--- src/rtl/sram_ctrl_pkg.sv ---
// Shared definitions for the SRAM request controller.
// Latency: n/a (types and constants only).
// Backpressure: n/a.
package sram_ctrl_pkg;
    localparam int ADDR_W_DEF = 8;
    localparam int DATA_W_DEF = 8;

    typedef enum logic {
        ST_INIT = 1'b0,
        ST_RUN  = 1'b1
    } state_t;
endpackage

--- src/rtl/sram_resp_fifo.sv ---
// Two-entry in-order FIFO that holds read data returned by the SRAM macro.
// Latency: a pushed word is visible at the output the cycle after the push.
// Backpressure: in_ready drops when both entries are full; a stalled head holds out_data stable.
module sram_resp_fifo #(
    parameter int DATA_W = 8
) (
    input  logic              clock,
    input  logic              reset_n,
    input  logic              in_valid,
    output logic              in_ready,
    input  logic [DATA_W-1:0] in_data,
    output logic              out_valid,
    input  logic              out_ready,
    output logic [DATA_W-1:0] out_data,
    output logic [1:0]        count
);
    logic [DATA_W-1:0] mem [2];
    logic              wr_ptr;
    logic              rd_ptr;
    logic              push;
    logic              pop;

    assign in_ready  = (count != 2'd2);
    assign out_valid = (count != 2'd0);
    assign out_data  = mem[rd_ptr];
    assign push      = in_valid && in_ready;
    assign pop       = out_valid && out_ready;

    // Storage, single-bit wrapping pointers and occupancy; push+pop together leaves count unchanged.
    always_ff @(posedge clock or negedge reset_n) begin
        if (!reset_n) begin
            mem[0] <= '0;
            mem[1] <= '0;
            wr_ptr <= 1'b0;
            rd_ptr <= 1'b0;
            count  <= 2'd0;
        end else begin
            if (push) begin
                mem[wr_ptr] <= in_data;
                wr_ptr      <= ~wr_ptr;
            end
            if (pop) begin
                rd_ptr <= ~rd_ptr;
            end
            if (push && !pop) begin
                count <= count + 2'd1;
            end else if (pop && !push) begin
                count <= count - 2'd1;
            end
        end
    end
endmodule

--- src/rtl/sram_req_ctrl.sv ---
// Request front-end for a single-port SRAM macro: post-reset zeroing sweep, then read/write issue.
// Latency: writes strobe the macro in the acceptance cycle; read data appears 2 cycles after acceptance.
// Backpressure: reads stall while buffered + in-flight reads reach 2; writes are always taken in RUN.
module sram_req_ctrl
    import sram_ctrl_pkg::*;
#(
    parameter int ADDR_W  = ADDR_W_DEF,
    parameter int DATA_W  = DATA_W_DEF,
    parameter bit INIT_EN = 1'b1
) (
    input  logic              clock,
    input  logic              reset_n,
    input  logic              req_valid,
    output logic              req_ready,
    input  logic              req_write,
    input  logic [ADDR_W-1:0] req_addr,
    input  logic [DATA_W-1:0] req_wdata,
    output logic              resp_valid,
    input  logic              resp_ready,
    output logic [DATA_W-1:0] resp_rdata,
    output logic              init_done,
    output logic [ADDR_W-1:0] sram_a,
    output logic [DATA_W-1:0] sram_i,
    output logic              sram_csb,
    output logic              sram_web,
    output logic              sram_oeb,
    input  logic [DATA_W-1:0] sram_o
);
    localparam state_t          RESET_STATE = state_t'(INIT_EN ? ST_INIT : ST_RUN);
    localparam logic [ADDR_W:0] INIT_LAST   = {1'b0, {ADDR_W{1'b1}}};

    state_t            state;
    logic [ADDR_W:0]   init_cnt;
    logic              inflight;
    logic [1:0]        fifo_count;
    logic              fifo_in_ready;
    logic [2:0]        occupancy;
    logic              read_room;
    logic              accept;

    // Read room depends only on registered occupancy, so resp_ready never reaches req_ready.
    assign occupancy = {1'b0, fifo_count} + {2'b00, inflight};
    assign read_room = (occupancy < 3'd2);

    // Request handshake and macro pin drive; reset_n gating keeps every strobe idle while reset is held.
    always_comb begin
        req_ready = reset_n && (state == ST_RUN) && (req_write || read_room);
        accept    = req_valid && req_ready;
        sram_csb  = 1'b1;
        sram_web  = 1'b1;
        sram_oeb  = 1'b1;
        sram_a    = '0;
        sram_i    = '0;
        if (reset_n && (state == ST_INIT)) begin
            sram_csb = 1'b0;
            sram_web = 1'b0;
            sram_a   = init_cnt[ADDR_W-1:0];
        end else if (accept) begin
            sram_csb = 1'b0;
            sram_a   = req_addr;
            if (req_write) begin
                sram_web = 1'b0;
                sram_i   = req_wdata;
            end else begin
                sram_oeb = 1'b0;
            end
        end
    end

    // INIT/RUN sequencing, sweep counter, init_done and the read-in-flight flag.
    always_ff @(posedge clock or negedge reset_n) begin
        if (!reset_n) begin
            state     <= RESET_STATE;
            init_cnt  <= '0;
            init_done <= ~INIT_EN;
            inflight  <= 1'b0;
        end else begin
            inflight <= accept && !req_write;
            if (state == ST_INIT) begin
                init_cnt <= init_cnt + 1'b1;
                if (init_cnt == INIT_LAST) begin
                    state     <= ST_RUN;
                    init_done <= 1'b1;
                end
            end
        end
    end

    // Macro output is valid the cycle after the read strobe; capture it then.
    sram_resp_fifo #(
        .DATA_W (DATA_W)
    ) u_resp_fifo (
        .clock     (clock),
        .reset_n   (reset_n),
        .in_valid  (inflight),
        .in_ready  (fifo_in_ready),
        .in_data   (sram_o),
        .out_valid (resp_valid),
        .out_ready (resp_ready),
        .out_data  (resp_rdata),
        .count     (fifo_count)
    );

    // The read-room gate guarantees a free slot for every capture.
    assert property (@(posedge clock) disable iff (!reset_n) inflight |-> fifo_in_ready);
endmodule

--- config.mk ---
export PLATFORM = sky130hd
export DESIGN_NAME = sram_req_ctrl
export DESIGN_NICKNAME = d
export VERILOG_FILES = /design/src/rtl/sram_ctrl_pkg.sv /design/src/rtl/sram_resp_fifo.sv /design/src/rtl/sram_req_ctrl.sv
export SDC_FILE = /design/constraint.sdc
export NUM_CORES = 1
export LEC_CHECK = 0
export ABC_AREA = 1
export CAP_MARGIN = 20
export CORE_MARGIN = 1.5
export CORE_UTILIZATION = 42
export CTS_BUF_LIST = sky130_fd_sc_hd__clkbuf_4
export DETAILED_ROUTE_END_ITERATION = 16
export PLACE_DENSITY = 0.74
export SLEW_MARGIN = 20
export SYNTH_ARGS = -nofsm -noshare
export SYNTH_HDL_FRONTEND = slang
export SYNTH_SLANG_ARGS = --single-unit
export TNS_END_PERCENT = 100
--- constraint.sdc ---
create_clock -name clock -period 2 [get_ports clock]
set_input_delay 0.4 -clock clock [delete_from_list [all_inputs] [get_ports clock]]
set_output_delay 0.4 -clock clock [all_outputs]
set_load 0.02 [all_outputs]
==> results of run 1 <==
[metal layers]
layer  vias up  track usage (%)
met5         -                0
met4         0             6.50
met3         6             6.33
met2        51             31.3
met1       714             26.8
li1        858                -
[cells by family (layout without fill, tap and decap cells)]
kind of cell	count (synthesis)	in the layout	share of synthesized area (%)
compound gates	19	19	8.73
flops	32	32	44.4
buf+inv	36	107	8.80
xor+xnor	7	7	3.40
simple gates	129	130	32.6
fa+ha+maj	3	3	2.08
[repair_timing]
action                                  in CTS  in global routing
endpoints found under the setup margin      28                 21
resized for setup                           73                 11
endpoints found under the hold margin        0                  0
hold buffers                                 0                  0
gates cloned                                 1                  0
pin swaps                                    1                  0
[layout by cell type, fill, tap and decap left out]
cell type,instances
clkdlybuf4s50_1,27
clkdlybuf4s15_2,12
bufinv_16,1
ha_1,3
nor2_1,9
nor3_1,1
dlymetal6s2s_1,2
dfrtp_1,32
inv_4,1
o21ai_0,1
nor2_4,2
dlygate4sd2_1,9
nand4_4,1
clkbuf_4,6
buf_2,7
nor2_2,1
clkbuf_2,1
inv_2,1
nand2_1,88
nand3_1,5
or2_2,1
a21o_1,1
a21oi_1,1
nand2_2,5
buf_6,1
inv_1,27
nand2_4,4
o21ai_2,16
xor2_1,4
nand4_1,12
xnor2_1,3
clkinv_2,3
nand3b_1,1
buf_4,9
[per-stage QoR]
step,instances,hold WS [ns],instance area (um2)
floorplan,226,0.104,1810
global placement,339,0.465,2480
detailed placement,339,0.468,2480
CTS,348,0.203,2600
global route,348,0.246,2560
finish,348,0.232,2560
[power by group through the flow]
stage / logic, mW / clock network [mW] / registers (mW)
detailed placement: 0.762 / 0 / 0.707
floorplan: 0.394 / 0 / 0.707
finish: 0.694 / 0.501 / 0.696
global placement: 0.755 / 0 / 0.706
CTS: 0.708 / 0.515 / 0.696
global route: 0.779 / 0.546 / 0.700
[flip-flops by register name, indices dropped and copies added, names as in the netlist]
| signal | count |
|---|---|
| u_resp_fifo.wr_ptr | 1 |
| inflight | 1 |
| state | 1 |
| init_cnt | 9 |
| u_resp_fifo.mem | 16 |
| init_done | 1 |
| u_resp_fifo.count | 2 |
| u_resp_fifo.rd_ptr | 1 |
[worst max-delay path, stage by stage]
cell             delay, ns
clkdlybuf4s50_1       0.54
buf_4                 0.19
nand4_1               0.11
nand2_1               0.08
clkdlybuf4s15_2       0.26
[path summary, 6_finish.rpt]
check | endpoint | from | depth (start not counted) | slack [ns]
setup reg to reg | init_cnt[8] | init_cnt[0] | 7 | 0.39
hold / removal | init_cnt[0] | reset_n | 2 | 0.23
min in group clock | u_resp_fifo.mem[12] | u_resp_fifo.mem[12] | 2 | 0.49
setup / recovery | sram_a[3] | req_valid | 5 | 0.02
hold reg to reg | u_resp_fifo.mem[12] | u_resp_fifo.mem[12] | 2 | 0.49
max in group asynchronous | u_resp_fifo.mem[4] | reset_n | 2 | 1.36
[area by class of cell]
class,count,area [um2],share of cell area [%]
multi-input cells,159,866,33.8
clock inverters,2,35.0,1.37
flip-flops and latches,32,801,31.3
repair buffers,68,628,24.5
clock buffers,6,45.0,1.76
well taps,50,62.6,2.44
inverters,31,121,4.74
==> out/metrics.yaml, run 1 <==
hpwl_mm: 2.97
finish.utilization_pct: 63.1
routed_wl_mm: 4.09
clock_latency_ns: 0.34
drc: 0
sequentialPowerShare_pct: 36.8
netlist_instances: 226
preCtsSetupSlack_ns: -0.524
crit_fanout: 10
cp.arrival_ns: 1.58
numCtsBuffers: 5
ir_drop_mv: 0.307
synth-edff-count: 0
syn_area_mm2: 0.00181
cts_tree: "built"
ys_seq_area_share_pct: 44.4
die_h_um: 68.6
power_density_mw_per_mm2: 739
cts_root_buf: "clkbuf_4"
wl_met2_mm: 1.93
ys_top_cells_by_area: "dfrtp_1 (44%), nand2_1 (18%), o21ai_2 (7.8%), inv_1 (5.6%), nand4_1 (4.2%)"
overflow: 0
area_growth_pct: 41.7
tns_ns: 0
period_minus_slack_ns: 1.98
p_sw_share_pct: 34.4
first_iter_violations: 94
async_flop_share_pct: 100
yosysMostFrequentCell: "nand2_1"
skew_ns: 0.00909
final_antenna_net_count: 0
postCtsSetupBuffers: 0
die_area_mm2: 0.00470
synth_fp_nets: 258
grt_max_degree: 31
synth_common_cells: "nand2_1 (88), dfrtp_1 (32), inv_1 (27), o21ai_2 (16), nand4_1 (12)"
antenna_found_initial: 0
gp_congestion: 0.735
cts.sinks: 32
finalSetupViolations: 0
crit_type: "primary input to output port"
num_antenna_cells: 0
wl_met1_mm: 1.86
min_path_type: "primary input to asynchronous set/reset pin"
drtPass1Iterations: 4
ys_types: 25
grt_pass1_vias: 1544
ys_ff_latch: 32
grt_pass1_wl_mm: 6.98
wire_per_inst_um: 11.8
p_leak_nw: 1.36
crit_path_end_kind: "output port"
outcome: "completed"
p_total_mw: 1.89
coreArea_mm2: 0.00406
placementRows: 23
finalHoldViolCount: 0
wl_met3_um: 250
p_int_mw: 1.24
port_buffers: 58
period_share_pct: 98.8
via_count: 1629
synth_top_flop_cell: "dfrtp_1"
start_util_pct: 44.5
fmax_mhz: 506
max-clock-path-buffers: 2
cp.required_ns: 1.60
ys_warn_count: 0
maxCapViolCount: 0
p_sw_uw: 650
start_kind: "primary input"
finalWorstSetupSlack_ns: 0.0232
highest_layer: "met4"
comb_power_share_pct: 36.7
maxSlewHeadroom_pct: 75.2
vias_per_cell: 4.68
num-fill-cells: 361
clk_pin_slew_ns: 0.09
yosys.area.top_type: "dfrtp_1"
htreeDepth: 2
tightest_slew_ns: 0.372
die_w_um: 68.6
synth_top_area_share_pct: 44.4
rsz0062_at_grt: "true"
synth_area_per_cell_um2: 7.99
layout-drive-gt1-share_pct: 24.2
slew_violations: 0
grt_use_total_pct: 20.1
clkPwrFrac_pct: 26.5
final_nets: 329
ios: 59
No activity file was read; power rests on OpenSTA's default activity.
==> run 2, diff against run 1 <==
PLACE_DENSITY = 0.73   (was 0.74)
SYNTH_HIERARCHICAL = 1   (was default)
==> out/metrics.yaml, run 2 <==
outcome: "completed"
skew_ns: 0.00755
final_nets: 346
start_kind: "flip-flop"
die_w_um: 69.7
fmax_mhz: 526
maxSlewHeadroom_pct: 71.4
layout_commonest_cell: "nand2_1"
synth_area_per_cell_um2: 7.72
power_density_mw_per_mm2: 436
top_register: "u_resp_fifo/mem"
min_path_type: "primary input to asynchronous set/reset pin"
period_minus_slack_ns: 1.90
via_count: 1773
num_antenna_cells: 0
cp.required_ns: 1.60
gr-usage-met2_pct: 31.8
max-clock-path-buffers: 2
reg_top3: "u_resp_fifo/mem: 16 flops, init_cnt: 9 flops, u_resp_fifo/count: 2 flops"
ys_types: 27
crit_path_end_kind: "output port"
die_h_um: 69.7
ys_ff_latch: 32
layout_common_cells: "nand2_1 (111), dfrtp_1 (31), nand4_1 (26), clkdlybuf4s50_1 (26), inv_1 (17)"
syn_area_mm2: 0.00187
grt_pass1_vias: 1701
grt_max_degree: 33
use_met1_pct: 25.2
slew_violations: 0
async_flop_share_pct: 100
overflow: 0
layout-drive-gt1-share_pct: 16.8
grt_pass1_wl_mm: 7.60
yosys.area.top_type: "dfrtp_1"
drc: 0
final_antenna_net_count: 0
gp_congestion: 0.796
placementRows: 24
hold_ws_ns: 0.311
grt_use_total_pct: 19.3
finish.utilization_pct: 60.2
seq_area_um2: 802
yosysMostFrequentCell: "nand2_1"
largest_reg_flops: 16
maxCapViolCount: 0
synth_fp_nets: 274
die_area_mm2: 0.00486
multi_input_area_um2: 895
cts_root_buf: "clkbuf_4"
vias_per_cell: 4.83
tns_ns: 0
crit_type: "flip-flop to output port"
crit_fanout: 5
finalSetupViolations: 0
hpwl_mm: 3.16
synth_top_flop_cell: "dfrtp_1"
ios: 59
cp.arrival_ns: 1.50
cts.sinks: 32
routed_wl_mm: 4.37
port_buffers: 58
start_util_pct: 43.2
busiest_layer: "met2"
tightest_slew_ns: 0.428
p_leak_nw: 1.32
synth_top_area_share_pct: 42.9
numCtsBuffers: 5
holdBufCountCts: 0
wire_per_inst_um: 11.9
synth_common_cells: "nand2_1 (112), dfrtp_1 (32), nand4_1 (26), inv_1 (17), nor2_1 (10)"
coreArea_mm2: 0.00432
p_total_mw: 1.13
reg2regPathDepth: 5
grt_use_met3_pct: 4.94
ys_warn_count: 6
netlist_instances: 242
htreeDepth: 2
first_iter_violations: 128
ff2ff_setup_slack_ns: 0.51
num-fill-cells: 415
rsz0062_at_grt: "false"
clock_latency_ns: 0.33
area_growth_pct: 39.4
drtPass1Iterations: 4
clk_pin_slew_ns: 0.10
ys_top_cells_by_area: "dfrtp_1 (43%), nand2_1 (23%), nand4_1 (8.7%), inv_1 (3.4%), ha_1 (2.0%)"
period_share_pct: 95.1
antenna_found_initial: 0
ys_seq_area_share_pct: 42.9
ir_drop_mv: 0.291
finalHoldViolCount: 0
synth-edff-count: 0
cts_tree: "built"
[run 2: changes by cell type after synthesis, sizes merged]
cell	before	now
a21o	1	2
buf	4	7
bufinv	0	1
inv	29	20
nand2	97	116
nand3	5	8
nand4	13	28
nor2	11	12
o21ai	17	2
xor2	4	1
[run 2: layout make-up]
type | count | area share [%]
tap | 52 | 2.50
timing repair buffer | 72 | 25.5
sequential | 32 | 30.8
clock inverter | 1 | 0.144
clock buffer | 7 | 2.02
inverter | 23 | 4.66
multi-input combinational | 180 | 34.4
[run 2: path summary, 6_finish.rpt]
path | end | from
min in group clock | init_done | init_done
setup / recovery | req_ready | state
hold / removal | u_resp_fifo/mem[5] | reset_n
max in group asynchronous | state | reset_n
hold reg to reg | init_done | init_done
setup reg to reg | init_cnt[8] | init_cnt[0]
[run 2: kinds of logic (layout without fill, tap and decap cells)]
group	count (synthesis)	after routing	synth area share, %
AO/OA/AOI/OAI	5	5	1.61
XOR/XNOR	4	4	1.88
adder cells (fa/ha/maj)	3	3	2.01
buffers and inverters	31	103	10.7
flip-flops	32	32	42.9
AND/OR/NAND/NOR	167	168	40.9
[run 2: repair_timing]
action,CTS,global route
setup endpoints to repair,28,20
gates resized for setup,67,12
pin swaps,1,0
setup buffers,1,0
gates cloned,1,0
[run 2: routing by layer]
| layer | routed length, um | part of all wire, % |
|---|---|---|
| met5 | 0 | 0 |
| met4 | 70 | 1.6 |
| met3 | 213 | 4.9 |
| met2 | 2080 | 47 |
| met1 | 2010 | 46 |
[run 2: where the power goes]
group	internal (mW)	leakage (nW)	switching, mW
Sequential	0.646	0.347	0
Clock	0.162	0.0338	0.210
Combinational	0.0637	0.943	0.0529
Total	0.872	1.32	0.263
[run 2: stage by stage]
stage	area [um2]	setup slack, ns	instances
floorplan	1870	0.587	242
global placement	2530	-0.453	357
detailed placement	2530	-0.503	357
CTS	2590	-0.0120	367
global route	2600	0.000764	367
finish	2600	0.0979	367
[run 2: critical path: stages (launching register included)]
cell and delay, ns:
dfrtp_2 0.47, nand2_2 0.10, buf_4 0.14, a21oi_1 0.11, dlygate4sd2_1 0.35
==> run 3, diff against run 2 <==
clock period = 2.2 ns   (was 2 ns; I/O delays follow)
==> out/metrics.yaml, run 3 (synthesis results as in run 2) <==
vias_per_cell: 4.80
htreeDepth: 2
r2r-start: "u_resp_fifo/count[0]"
finalSetupViolations: 0
cp.arrival_ns: 1.69
num_antenna_cells: 0
dpl-instance-area_mm2: 0.00253
max-clock-path-buffers: 2
power_density_mw_per_mm2: 439
tns_ns: 0
start_util_pct: 43.2
die_h_um: 69.7
p_total_mw: 1.15
coreArea_mm2: 0.00432
dp_cells: 356
p_leak_nw: 1.34
hold_ws_ns: 0.408
design_area_mm2: 0.00262
skew_ns: 0.00889
numCtsBuffers: 5
tightest_slew_ns: 0.420
clk_pin_slew_ns: 0.11
die_w_um: 69.7
largest_reg_flops: 16
rsz0062_at_grt: "false"
drc: 0
die_area_mm2: 0.00486
area_growth_pct: 40.3
overflow: 0
cts_root_buf: "clkbuf_4"
crit_path_end_kind: "output port"
maxCapViolCount: 0
outcome: "completed"
routed_wl_mm: 4.61
final_antenna_net_count: 0
placementRows: 24
grt_use_total_pct: 20.4
reg2reg_to: "u_resp_fifo/count[1]"
fin_cells: 366
wire_per_inst_um: 12.6
slew_violations: 0
via_count: 1756
ir_drop_mv: 0.295
fmax_mhz: 470
startpoint: "req_write"
grt_pass1_vias: 1772
grt_max_degree: 33
final_nets: 345
cts.sinks: 32
crit_fanout: 9
period_minus_slack_ns: 2.13
layout-drive-gt1-share_pct: 14.0
holdBufCountCts: 0
start_kind: "primary input"
ff2ff_setup_slack_ns: 0.47
hpwl_mm: 3.22
drtPass1Iterations: 4
period_share_pct: 96.7
layout_commonest_cell: "nand2_1"
top_register: "u_resp_fifo/mem"
reg_top3: "u_resp_fifo/mem: 16 flops, init_cnt: 9 flops, u_resp_fifo/count: 2 flops"
maxSlewHeadroom_pct: 72.0
antenna_found_initial: 0
cts_tree: "built"
reg2regPathDepth: 10
clock_latency_ns: 0.34
first_iter_violations: 182
crit_type: "primary input to output port"
port_buffers: 58
critPathCapture: "sram_i[4]"
finalHoldViolCount: 0
layout_common_cells: "nand2_1 (112), dfrtp_1 (31), clkdlybuf4s50_1 (29), nand4_1 (26), inv_1 (17)"
min_path_type: "primary input to asynchronous set/reset pin"
ios: 59
grt_pass1_wl_mm: 7.79
gp_congestion: 0.757
cp.required_ns: 1.76
run 3: power breakdown:
part / switching, mW / internal, mW
Sequential: 0 / 0.588
Clock: 0.220 / 0.237
Combinational: 0.0469 / 0.0598
Total: 0.267 / 0.884
run 3: area by class of cell:
cell class	count	area, um2
inverters	23	121
clock buffers	5	37.5
well taps	52	65.1
multi-input cells	179	876
clock inverters	3	42.5
flip-flops and latches	32	802
fillers	416	1700
repair buffers	72	677
run 3: how the worst min path moves through the flow:
stage	startpoint	endpoint	slack, ns	cells after the start
floorplan	reset_n	inflight	0.14	0
global placement	u_resp_fifo/mem[3]	u_resp_fifo/mem[3]	0.46	2
detailed placement	init_done	init_done	0.45	1
CTS	reset_n	u_resp_fifo/mem[2]	0.42	2
global route	reset_n	u_resp_fifo/mem[9]	0.43	2
finish	reset_n	u_resp_fifo/mem[2]	0.41	2
run 3: per-stage QoR:
stage | setup WS, ns | util, %
2_1_floorplan | 0.739 | -
3_3_place_gp | -0.334 | 58.6
3_5_place_dp | -0.368 | 58.6
4_1_cts | 0.0292 | 60.0
5_1_grt | 0.00161 | 60.6
6_report | 0.0718 | 60.6
run 3: layer usage:
metal / global-route usage, % / vias to the layer above / wire (um)
met3: 5.52 / 7 / 286
li1: - / 915 / -
met5: 0 / - / 0
met4: 7.48 / 0 / 48
met1: 24.9 / 779 / 2010
met2: 34.5 / 55 / 2270
run 3: critical path, stage by stage:
cell             delay [ns]
clkdlybuf4s50_1        0.48
buf_4                  0.12
nand4_4                0.17
nor2_1                 0.14
dlygate4sd2_1          0.33
run 3: timing repair:
item | CTS | global route
endpoints found under the hold margin | 0 | 0
buffers inserted | 0 | 2
gates resized for setup | 22 | 23
pin swaps | 0 | 1
setup endpoints to repair | 20 | 19
